`src/rtl/dramtest_if.sv`:
```
// 68030 bus signals between the fill/verify engine (master) and the bus/DRAM side (slave).
// DSACK0/DSACK1 are modelled active-high; nBERR, nBG, nBGACK*, nAS and nDS are active-low.
`timescale 1ns/1ps
interface dramtest_if;
    logic        nBR;
    logic        nBG;
    logic        nBGACK_in;
    logic        nBGACK;
    logic        cpu_nAS;
    logic [31:0] ADDR;
    logic        nAS;
    logic        nDS;
    logic        RnW;
    logic [1:0]  SIZ;
    logic        BUS_OE;
    logic [31:0] DATA_OUT;
    logic        DATA_OE;
    logic [31:0] DATA_IN;
    logic        DSACK0;
    logic        DSACK1;
    logic        nBERR;

    modport master (
        output nBR, nBGACK, ADDR, nAS, nDS, RnW, SIZ, BUS_OE, DATA_OUT, DATA_OE,
        input  nBG, nBGACK_in, cpu_nAS, DATA_IN, DSACK0, DSACK1, nBERR
    );

    modport slave (
        input  nBR, nBGACK, ADDR, nAS, nDS, RnW, SIZ, BUS_OE, DATA_OUT, DATA_OE,
        output nBG, nBGACK_in, cpu_nAS, DATA_IN, DSACK0, DSACK1, nBERR
    );
endinterface

```
`src/rtl/dramtest.sv`:
```
// Boot-time DRAM fill/verify engine: arbitrates for the 68030 bus and runs long-word
// cycles terminated by DSACK, aborting on the first bus error, timeout or data mismatch.
`timescale 1ns/1ps
module dramtest #(
    parameter int unsigned BURST   = 16,
    parameter int unsigned TIMEOUT = 255
) (
    input  logic        CLK,
    input  logic        nRST,
    input  logic        start,
    input  logic [1:0]  mode,
    input  logic [29:0] base,
    input  logic [23:0] count,
    input  logic [31:0] pattern,
    output logic        busy,
    output logic        done,
    output logic        error,
    output logic [31:0] err_addr,
    output logic [31:0] err_data,
    output logic [3:0]  dbg_state,
    dramtest_if.master  bus
);
    localparam int BW = $clog2(BURST + 1);
    localparam int TW = $clog2(TIMEOUT + 1);

    typedef enum logic [3:0] {
        IDLE, REQ, OWN, ADR, STRB, WAIT, CHECK, NEG, WNEG, REL, FIN
    } state_t;

    state_t state, state_n;

    // Synchroniser bit order {cpu_nAS, nBGACK_in, nBG, nBERR, DSACK1, DSACK0}, idle = inactive.
    localparam logic [5:0] SYNC_IDLE = 6'b111100;
    logic [5:0] sync_a, sync_b;
    logic dsack0_s, dsack1_s, nberr_s, nbg_s, nbgack_in_s, cpu_nas_s;

    logic [1:0]    mode_q;
    logic [31:0]   pattern_q;
    logic [29:0]   addr_q;
    logic [23:0]   rem_q;
    logic [BW-1:0] burst_q;
    logic [TW-1:0] tmo_q;
    logic          to_fin_q, to_fin_n;
    logic [31:0]   cur_addr, exp_data;

    logic accept, ld_burst, ld_tmo, dec_tmo, step, abort, mismatch;
    logic owned, on_addr, strobe, wr_drive;

    always_ff @(posedge CLK or negedge nRST) begin
        if (!nRST) begin
            sync_a <= SYNC_IDLE;
            sync_b <= SYNC_IDLE;
        end else begin
            sync_a <= {bus.cpu_nAS, bus.nBGACK_in, bus.nBG, bus.nBERR, bus.DSACK1, bus.DSACK0};
            sync_b <= sync_a;
        end
    end

    assign dsack0_s    = sync_b[0];
    assign dsack1_s    = sync_b[1];
    assign nberr_s     = sync_b[2];
    assign nbg_s       = sync_b[3];
    assign nbgack_in_s = sync_b[4];
    assign cpu_nas_s   = sync_b[5];

    assign cur_addr  = {addr_q, 2'b00};
    assign exp_data  = mode_q[1] ? cur_addr : pattern_q;
    assign dbg_state = state;

    always_ff @(posedge CLK or negedge nRST) begin
        if (!nRST) state <= IDLE;
        else       state <= state_n;
    end

    // start/busy handshake: start is a one-clock request, taken only in IDLE (busy low);
    // it is dropped, not queued, whenever the engine is busy, including the FIN clock.
    always_comb begin
        state_n  = state;
        accept   = 1'b0;
        ld_burst = 1'b0;
        ld_tmo   = 1'b0;
        dec_tmo  = 1'b0;
        step     = 1'b0;
        abort    = 1'b0;
        mismatch = 1'b0;
        to_fin_n = to_fin_q;
        case (state)
            IDLE: if (start) begin
                accept  = 1'b1;
                state_n = (count == 24'd0) ? FIN : REQ;
            end
            REQ:   if (!nbg_s && cpu_nas_s && nbgack_in_s) state_n = OWN;
            OWN: begin
                ld_burst = 1'b1;
                state_n  = ADR;
            end
            ADR:   state_n = STRB;
            STRB: begin
                ld_tmo  = 1'b1;
                state_n = WAIT;
            end
            WAIT: begin
                if (!nberr_s) begin
                    abort   = 1'b1;
                    state_n = NEG;
                end else if (dsack0_s && dsack1_s) begin
                    state_n = CHECK;
                end else if (dsack0_s || dsack1_s || tmo_q == '0) begin
                    abort   = 1'b1;
                    state_n = NEG;
                end else begin
                    dec_tmo = 1'b1;
                end
            end
            CHECK: begin
                mismatch = mode_q[0] && (bus.DATA_IN != exp_data);
                state_n  = NEG;
            end
            NEG:   state_n = WNEG;
            WNEG: if (!dsack0_s && !dsack1_s) begin
                step = 1'b1;
                if (rem_q == 24'd1 || error) begin
                    to_fin_n = 1'b1;
                    state_n  = REL;
                end else if (burst_q == BW'(1)) begin
                    to_fin_n = 1'b0;
                    state_n  = REL;
                end else begin
                    state_n = ADR;
                end
            end
            REL:   state_n = to_fin_q ? FIN : REQ;
            FIN:   state_n = IDLE;
            default: state_n = IDLE;
        endcase
    end

    // Bus outputs decode straight from state so reset releases the bus without a clock.
    always_comb begin
        owned    = state inside {OWN, ADR, STRB, WAIT, CHECK, NEG, WNEG};
        on_addr  = state inside {ADR, STRB, WAIT, CHECK, NEG, WNEG};
        strobe   = state inside {STRB, WAIT, CHECK};
        wr_drive = !mode_q[0] && (state inside {ADR, STRB, WAIT, CHECK});

        bus.nBR      = (state != REQ);
        bus.nBGACK   = !owned;
        bus.BUS_OE   = owned;
        bus.ADDR     = on_addr ? cur_addr : 32'd0;
        bus.SIZ      = 2'b00;
        bus.RnW      = on_addr ? mode_q[0] : 1'b1;
        bus.nAS      = !strobe;
        bus.nDS      = !strobe;
        bus.DATA_OE  = wr_drive;
        bus.DATA_OUT = wr_drive ? exp_data : 32'd0;
    end

    always_ff @(posedge CLK or negedge nRST) begin
        if (!nRST) begin
            mode_q    <= 2'b00;
            pattern_q <= 32'd0;
            addr_q    <= 30'd0;
            rem_q     <= 24'd0;
            burst_q   <= '0;
            tmo_q     <= '0;
            to_fin_q  <= 1'b0;
            busy      <= 1'b0;
            done      <= 1'b0;
            error     <= 1'b0;
            err_addr  <= 32'd0;
            err_data  <= 32'd0;
        end else begin
            to_fin_q <= to_fin_n;
            if (accept) begin
                mode_q    <= mode;
                pattern_q <= pattern;
                addr_q    <= base;
                rem_q     <= count;
                busy      <= 1'b1;
                done      <= 1'b0;
                error     <= 1'b0;
                err_addr  <= 32'd0;
                err_data  <= 32'd0;
            end
            if (ld_burst) burst_q <= BW'(BURST);
            if (ld_tmo)       tmo_q <= TW'(TIMEOUT);
            else if (dec_tmo) tmo_q <= tmo_q - 1'b1;
            if (abort) begin
                error    <= 1'b1;
                err_addr <= cur_addr;
                err_data <= 32'd0;
            end
            if (mismatch) begin
                error    <= 1'b1;
                err_addr <= cur_addr;
                err_data <= bus.DATA_IN;
            end
            // 30-bit address wraps naturally at the top of the long-word space.
            if (step) begin
                addr_q  <= addr_q + 30'd1;
                rem_q   <= rem_q - 24'd1;
                burst_q <= burst_q - 1'b1;
            end
            if (state == FIN) begin
                done <= 1'b1;
                busy <= 1'b0;
            end
        end
    end
endmodule

```
`src/flat_wrapper.sv`:
```
// flat-port wrapper written by rule: the top's interface ports become plain ports
module dramtest_flat 
#(
    parameter int unsigned BURST   = 16,
    parameter int unsigned TIMEOUT = 255
)
  (CLK, nRST, start, mode, base, count, pattern, busy, done, error, err_addr, err_data, dbg_state, bus_nBR, bus_nBGACK, bus_ADDR, bus_nAS, bus_nDS, bus_RnW, bus_SIZ, bus_BUS_OE, bus_DATA_OUT, bus_DATA_OE, bus_nBG, bus_nBGACK_in, bus_cpu_nAS, bus_DATA_IN, bus_DSACK0, bus_DSACK1, bus_nBERR);
  dramtest_if bus_i ();
  input  logic CLK;
  input  logic nRST;
  input  logic start;
  input  logic [1:0] mode;
  input  logic [29:0] base;
  input  logic [23:0] count;
  input  logic [31:0] pattern;
  output logic busy;
  output logic done;
  output logic error;
  output logic [31:0] err_addr;
  output logic [31:0] err_data;
  output logic [3:0] dbg_state;
  output wire logic [$bits(bus_i.nBR)-1:0] bus_nBR;
  output wire logic [$bits(bus_i.nBGACK)-1:0] bus_nBGACK;
  output wire logic [$bits(bus_i.ADDR)-1:0] bus_ADDR;
  output wire logic [$bits(bus_i.nAS)-1:0] bus_nAS;
  output wire logic [$bits(bus_i.nDS)-1:0] bus_nDS;
  output wire logic [$bits(bus_i.RnW)-1:0] bus_RnW;
  output wire logic [$bits(bus_i.SIZ)-1:0] bus_SIZ;
  output wire logic [$bits(bus_i.BUS_OE)-1:0] bus_BUS_OE;
  output wire logic [$bits(bus_i.DATA_OUT)-1:0] bus_DATA_OUT;
  output wire logic [$bits(bus_i.DATA_OE)-1:0] bus_DATA_OE;
  input wire logic [$bits(bus_i.nBG)-1:0] bus_nBG;
  input wire logic [$bits(bus_i.nBGACK_in)-1:0] bus_nBGACK_in;
  input wire logic [$bits(bus_i.cpu_nAS)-1:0] bus_cpu_nAS;
  input wire logic [$bits(bus_i.DATA_IN)-1:0] bus_DATA_IN;
  input wire logic [$bits(bus_i.DSACK0)-1:0] bus_DSACK0;
  input wire logic [$bits(bus_i.DSACK1)-1:0] bus_DSACK1;
  input wire logic [$bits(bus_i.nBERR)-1:0] bus_nBERR;
  assign bus_nBR = bus_i.nBR;
  assign bus_nBGACK = bus_i.nBGACK;
  assign bus_ADDR = bus_i.ADDR;
  assign bus_nAS = bus_i.nAS;
  assign bus_nDS = bus_i.nDS;
  assign bus_RnW = bus_i.RnW;
  assign bus_SIZ = bus_i.SIZ;
  assign bus_BUS_OE = bus_i.BUS_OE;
  assign bus_DATA_OUT = bus_i.DATA_OUT;
  assign bus_DATA_OE = bus_i.DATA_OE;
  assign bus_i.nBG = bus_nBG;
  assign bus_i.nBGACK_in = bus_nBGACK_in;
  assign bus_i.cpu_nAS = bus_cpu_nAS;
  assign bus_i.DATA_IN = bus_DATA_IN;
  assign bus_i.DSACK0 = bus_DSACK0;
  assign bus_i.DSACK1 = bus_DSACK1;
  assign bus_i.nBERR = bus_nBERR;
  dramtest #(.BURST(BURST), .TIMEOUT(TIMEOUT)) u_core (.CLK(CLK), .nRST(nRST), .start(start), .mode(mode), .base(base), .count(count), .pattern(pattern), .busy(busy), .done(done), .error(error), .err_addr(err_addr), .err_data(err_data), .dbg_state(dbg_state), .bus(bus_i));
endmodule
```
`config.mk`:
```
export PLATFORM = sky130hd
export DESIGN_NAME = dramtest_flat
export DESIGN_NICKNAME = d
export VERILOG_FILES = /design/src/rtl/dramtest_if.sv /design/src/rtl/dramtest.sv /design/src/flat_wrapper.sv
export SDC_FILE = /design/constraint.sdc
export NUM_CORES = 1
export LEC_CHECK = 0
export CAP_MARGIN = 0
export CORE_MARGIN = 5
export CORE_UTILIZATION = 35
export CTS_BUF_LIST = sky130_fd_sc_hd__clkbuf_2
export DETAILED_ROUTE_END_ITERATION = 16
export SLEW_MARGIN = 20
export SYNTH_ARGS = -nofsm -noshare
export SYNTH_HDL_FRONTEND = slang
export SYNTH_SLANG_ARGS = --single-unit
```
`constraint.sdc`:
```
create_clock -name CLK -period 8.2 [get_ports CLK]
set_clock_uncertainty 0.1 [all_clocks]
set_input_delay 1.64 -clock CLK [delete_from_list [all_inputs] [get_ports CLK]]
set_output_delay 1.64 -clock CLK [all_outputs]
set_load 0.02 [all_outputs]
```
==> results.md, run 1 <==
* Die height at around 190 um
* Max incr delay on CP at 0.74 ns
* Vias per cell at 5.65
* Synth Instances at ~1300
* First-pass GRT wire length at roughly 60 mm
* Synth cell types at between 60 and 70
* Area Overhead vs Synth at 29.6%
* Row cnt at between 60 and 70
* Hold Crit Class: flop to flop
* Iter 0 DRT Violations at between 1000 and 1500
* Crit path max fanout at 30
* Minimum clock period at 5.13 ns
* Element type at the critical path start: flop
* Final Hold Viols at 0
* Hold_buf cts at 0
* Synth Warn # at 0
* Routed WL per cell at approximately 21 um
* Flops & latches, synth at between 150 and 200
* Seq/Total Area, Yosys at 42.7%
* Routed WL at between 30 and 40 mm
* Setup violators final at 0
* Tot GR Track Use at a little under a quarter
* Clk_lat worst skew at ~0.76 ns
* Detailed Routing Iterations Pass 1 at 5
* RSZ-0062 raised after global routing: no
* Worst EP required at roughly 6.5 ns
* Setup TNS at 0 ns
* DP HPWL at 28.1 mm
* Slew Limit Fails at 0
* Synth top area share at roughly two fifths
* Final ANT Viol Nets at 0
* Post-synth EDFFs at 0
* Critical Path Sink Type: output port
* Nets at roughly 1600
* Number of global-route vias before repair at 10200
* Sink Count at between 150 and 200
* Worst-case clock buffer depth at 2
* DR vias at about 11000
* Post-CTS Setup Bufs at 0
* Dpl cells at around 1800
* Fmax achieved at 0.195 GHz
* Port bufs at around 270
* IO Count at ~270
* Ratio of final minimum period to clock period at between 60 and 70%
* Top cells by area, synth: dfrtp_1, nand2_1, mux2i_1
* Design area at about 14000 um^2
* Status: finished, final reports clean
* Core ar. at around 31000 um^2
* Pleak at just over 6 nW
* Syn Area/Cell at 8.61 um^2
* Worst-margin pin slew at approximately 1.1 ns
* Crit path max-delay cell type: dfrtp_1
* Largest area contributor in the netlist: dfrtp_1
* Crit path arrival time at around 3.4 ns
* Layout cells sized above 1 at between 6 and 7%
* Ys async rst share at 100%
* Initial Util at 35.3%
* Root Buffer: clkbuf_2
* DR DRC count at 0
* Overall Power at around 0.0054 W
* Clock Pin Slew Worst Setup and Hold Paths at between 0.3 and 0.4 ns
* Post-Layout Cell Count at ~1900
* Num CTS Buffers at 17
* Mapped cell area at approximately 11000 um^2
* Predominant post-synthesis flop cell: dfrtp_1
* Max Cap Viol at 0
* Initial antenna violation count at 9
* Worst vdd ir at between 0.2 and 0.25 mV
* H-tree depth at 4
* DP Area at about 14000 um^2
* CP Cell Sequence: or4b_1 -> o21ai_2 -> buf_4 -> and2_1 -> clkdlybuf4s50_1
* Rel. slew slack at 23.4%
* TritonCTS clock tree: done
* Die W at 185 um
* Worst setup path category: flop to output port
* Cell area power density at about 380 nW/um^2
* Die area at 34300 um^2
* Final Wtd Congestion at between 0.8 and 0.9
* Largest net degree at the start of global routing at between 70 and 80
* Grt total ovfl at 0
* CTS resizes at 0
-- routing by layer --
metal / wire length [um] / track usage [%] / vias up
li1: - / - / 4859
met1: 17500 / 32.2 / 5133
met2: 17800 / 34.1 / 481
met3: 3080 / 4.69 / 79
met4: 1460 / 9.34 / 0
met5: 0 / 0 / -
-- where the power goes --
part / leakage (nW) / total [W] / internal [W] / switching [W]
clock network: 0.170 / 0.000545 / 0.000163 / 0.000382
logic: 3.62 / 0.00301 / 0.00135 / 0.00166
registers: 2.24 / 0.00180 / 0.00127 / 0.000525
total: 6.04 / 0.00535 / 0.00278 / 0.00257
-- through the flow --
stage	hold slack [ns]	setup WS [ns]	util, %
2_1_floorplan	0.231	4.45	-
3_3_place_gp	0.235	3.62	44.7
3_5_place_dp	0.236	3.57	44.7
4_1_cts	0.253	2.96	45.6
5_1_grt	0.251	2.77	45.7
6_report	0.276	3.07	45.7
-- sequential cells by signal, summed over array words and instances, names as in the netlist --
register          count
u_core.pattern_q     32
u_core.error          1
u_core.addr_q        30
u_core.dbg_state      4
u_core.err_addr      30
u_core.mode_q         2
u_core.sync_a         6
u_core.to_fin_q       1
u_core.err_data      32
u_core.sync_b         6
u_core.tmo_q          8
u_core.rem_q         24
u_core.burst_q        5
u_core.done           1
u_core.busy           1
-- synthesized netlist by cell type (all sizes together) (3+ instances only) --
| library cell | number |
|---|---|
| nor2b | 4 |
| dfstp | 8 |
| a31oi | 5 |
| o22ai | 10 |
| buf | 19 |
| nor2 | 126 |
| nand2 | 206 |
| a311oi | 5 |
| or3 | 7 |
| and4 | 5 |
| clkbuf | 92 |
| mux2 | 32 |
| o31ai | 3 |
| nor4 | 20 |
| a21oi | 53 |
| mux2i | 61 |
| dfrtp | 175 |
| o21ai | 40 |
| and3 | 44 |
| o311ai | 35 |
| a32oi | 3 |
| nand3 | 61 |
| nand2b | 4 |
| or4 | 5 |
| ha | 6 |
| nand4 | 39 |
| a211oi | 9 |
| a221o | 9 |
| and2 | 32 |
| inv | 22 |
| nor3 | 27 |
| xnor2 | 33 |
| o211ai | 8 |
| xor2 | 5 |
-- cell families (layout without fill, tap and decap cells) --
family	Yosys count	count (layout)	synth area share, %
AOI/OAI and AO/OA	208	208	13.4
xor gates and xnor gates	38	38	3.09
adders and majority gates	6	6	0.698
buffers and inverters	133	340	5.28
DFF	183	183	42.7
muxes	93	93	9.02
other	1	15	0.0349
and+or+nand+nor	588	588	25.8
-- worst paths after layout --
check / startpoint / to / slack (ns) / depth (start not counted)
worst max-delay path: u_core.dbg_state[3] / bus_ADDR[30] / 3.07 / 5
worst min-delay path: u_core.sync_a[3] / u_core.sync_b[3] / 0.28 / 0
worst max register to register: u_core.mode_q[1] / u_core.err_data[2] / 4.15 / 8
worst min register to register: u_core.sync_a[3] / u_core.sync_b[3] / 0.28 / 0
max in group asynchronous: nRST / u_core.addr_q[19] / 5.94 / 2
min in group asynchronous: nRST / u_core.err_data[22] / 0.71 / 1
-- layout make-up --
class                   count  area (um^2)
fillers                  2972        16600
diodes                      9         22.5
clock inverters            15          203
repair buffers            286         2820
well taps                 396          495
flip-flops and latches    183         4590
clock buffers              17         85.1
multi-input cells         939         5650
inverters                  22         82.6
-- cells in the final DEF, fill, tap and decap left out, types with 8 or more instances in the layout --
master,count
a211oi_1,9
a21oi_1,53
a221o_1,9
and2_1,32
and3_1,43
buf_4,20
clkbuf_2,17
clkdlybuf4s50_1,265
dfrtp_1,174
dfstp_2,8
diode_2,9
inv_1,22
mux2_2,25
mux2i_1,61
nand2_1,205
nand3_1,60
nand4_1,39
nor2_1,126
nor3_1,25
nor4_1,20
o211ai_1,8
o21ai_0,38
o22ai_1,10
o311ai_0,35
xnor2_1,33
-- worst max-delay path: cells and delay by family (launching register included) --
family	cells	cell delay [ns]
buffers and inverters	2	0.92
AND/OR/NAND/NOR	2	0.82
flip-flops	1	0.74
AO/OA/AOI/OAI	1	0.12
(Power assumes the default switching activity.)
==> run 2, diff against run 1 <==
clock period = 5.1 ns   (was 8.2 ns; I/O delays follow)
==> run 2 against run 1 <==
Routed wire length increased by 1.0%. First-iteration DRC count decreased by 19%. Total power increased by 59%. Die area unchanged. Largest power group unchanged.
==> results.md, run 2 (synthesis gave the netlist of run 1 again) <==
* Routed WL per cell at 21.6 um (was 21.3 um)
* Clock Pin Slew Worst Setup and Hold Paths at 0.36 ns (was 0.32 ns)
* Worst vdd ir at 0.363 mV (was 0.208 mV)
* R2R setup slack at 1.05 ns (was 4.15 ns)
* Commonest non-fill, non-tap cell in the layout: clkdlybuf4s50_1 (unchanged)
* Setup violators final at 0 (unchanged)
* Setup TNS at 0 ns (unchanged)
* Largest net degree at the start of global routing at 100 (was 72)
* DR vias at 10500 (was 10600)
* Nets at 1583 (was 1584)
* Max Cap Viol at 0 (unchanged)
* Row cnt at 64 (unchanged)
* Slew Limit Fails at 0 (unchanged)
* Hold_buf cts at 0 (unchanged)
* Final ANT Viol Nets at 0 (unchanged)
* Area Overhead vs Synth at 29.3% (was 29.6%)
* Grt total ovfl at 0 (unchanged)
* Die W at 185 um (unchanged)
* Worst setup path category: flop to output port (unchanged)
* Die height at 185 um (unchanged)
* CTS resizes at 0 (unchanged)
* Port bufs at 266 (unchanged)
* Core ar. at 30500 um^2 (unchanged)
* Hold Crit Class: input port to asynchronous set/reset pin (was flop to flop)
* Busiest grt layer: met2 (unchanged)
* Clk_lat worst skew at 0.80 ns (was 0.76 ns)
* Crit path max-delay cell type: dfrtp_1 (unchanged)
* Final Util at 45.6% (was 45.7%)
* Ratio of final minimum period to clock period at ~90%
* Root Buffer: clkbuf_2 (unchanged)
* Vias per cell at 5.66 (was 5.65)
* Detailed Routing Iterations Pass 1 at 5 (unchanged)
* Die area at 34300 um^2 (unchanged)
* Worst-case clock buffer depth at 2 (unchanged)
* Minimum clock period at approximately 4.6 ns
* Post-CTS Setup Bufs at 0 (unchanged)
* Number of global-route vias before repair at 10300 (was 10200)
* Sink Count at 183 (unchanged)
* TritonCTS clock tree: done (unchanged)
* GR met2 Demand/Resource at 35.2% (was 34.1%)
* H-tree depth at 4 (unchanged)
* Worst-margin pin slew at 1.11 ns (was 1.14 ns)
* Cell area power density at 612 nW/um^2 (was 384 nW/um^2)
* Worst EP required at 3.98 ns (was 6.46 ns)
* Biggest regs: u_core.err_data x32, u_core.pattern_q x32 (unchanged)
* First-pass GRT wire length at 61.5 mm (was 60.9 mm)
* Met1 Use GR at 32.1% (was 32.2%)
* Iter 0 DRT Violations at 943 (was 1165)
* Tot GR Track Use at 23.0% (was 22.8%)
* Crit path max fanout at 31 (was 30)
* IO Count at 273 (unchanged)
* Rel. slew slack at 26.2% (was 23.4%)
* Critical Path Sink Type: output port (unchanged)
* DP HPWL at 28.3 mm (was 28.1 mm)
* CP Cell Sequence: or4b_1 -> o21ai_4 -> and2_1 -> clkdlybuf4s50_1 (was or4b_1 -> o21ai_2 -> buf_4 -> and2_1 -> clkdlybuf4s50_1)
* DR DRC count at 0 (unchanged)
* Fmax achieved at 0.219 GHz
* Crit path arrival time at 3.45 ns (was 3.39 ns)
* Status: finished, final reports clean (unchanged)
* Element type at the critical path start: flop (unchanged)
* Num CTS Buffers at 17 (unchanged)
* Layout cells sized above 1 at 6.84% (was 6.91%)
* Pleak at 6.01 nW (was 6.04 nW)
* Initial antenna violation count at 6 (was 9)
* Routed WL at 40.2 mm (was 39.8 mm)
* Commonest non-fill, non-tap cells in the layout: clkdlybuf4s50_1, nand2_1, dfrtp_1, nor2_1, mux2i_1 (unchanged)
* RSZ-0062 raised after global routing: no (unchanged)
* Met3 track demand over resource at 5.36% (was 4.69%)
* Fillers at 2934 (was 2972)
* Initial Util at 35.3% (unchanged)
* Final Wtd Congestion at 0.841 (was 0.832)
* Max incr delay on CP at 0.80 ns (was 0.74 ns)
* Final Hold Viols at 0 (unchanged)
[run 2: routing by layer]
layer  up-vias  wire length [um]  part of all wire [%]
met4         0               951                   2.4
met1      5113             17300                    43
met2       516             18500                    46
met5         -                 0                     0
li1       4868                 -                     -
met3        50              3580                   8.9
[run 2: stage by stage]
step,power (W),hold slack (ns),cell area [um^2],std cells,setup WS [ns]
after floorplan,0.00553,0.231,10800,1255,1.97
after global placement,0.00766,0.235,13600,1825,1.04
after detailed placement,0.00772,0.236,13600,1825,1.05
after CTS,0.00853,0.0739,13900,1857,0.350
after global routing,0.00910,0.105,13900,1861,0.282
final,0.00852,0.120,13900,1863,0.531
[run 2: layout make-up]
type	instances	area, um^2	area share [%]
Antenna cell	6	15.0	0.108
Clock buffer	17	85.1	0.612
Clock inverter	15	164	1.18
Inverter	22	82.6	0.594
Multi-Input combinational cell	939	5660	40.7
Sequential cell	183	4590	33.0
Tap cell	396	495	3.56
Timing Repair Buffer	285	2820	20.3
[run 2: worst max-delay path, delay by kind of cell (launching register included)]
kind	cells	cell delay, ns
AND/OR/NAND/NOR	2	0.91
flip-flops	1	0.80
buffers and inverters	1	0.61
AO/OA/AOI/OAI	1	0.36
[run 2: worst paths after layout]
| kind | start | to | cells after the start |
|---|---|---|---|
| max in group asynchronous | nRST | u_core.addr_q[12] | 2 |
| worst min register to register | u_core.sync_a[0] | u_core.sync_b[0] | 0 |
| worst min-delay path | nRST | u_core.err_data[29] | 1 |
| worst max-delay path | u_core.dbg_state[3] | bus_ADDR[29] | 4 |
| min in group CLK | u_core.sync_a[0] | u_core.sync_b[0] | 0 |
| worst max register to register | u_core.mode_q[1] | u_core.err_data[9] | 8 |
[run 2: power by group]
part           switching [W]  internal [W]
logic                0.00262       0.00217
registers           0.000894       0.00204
clock network       0.000621      0.000163
total                0.00414       0.00438
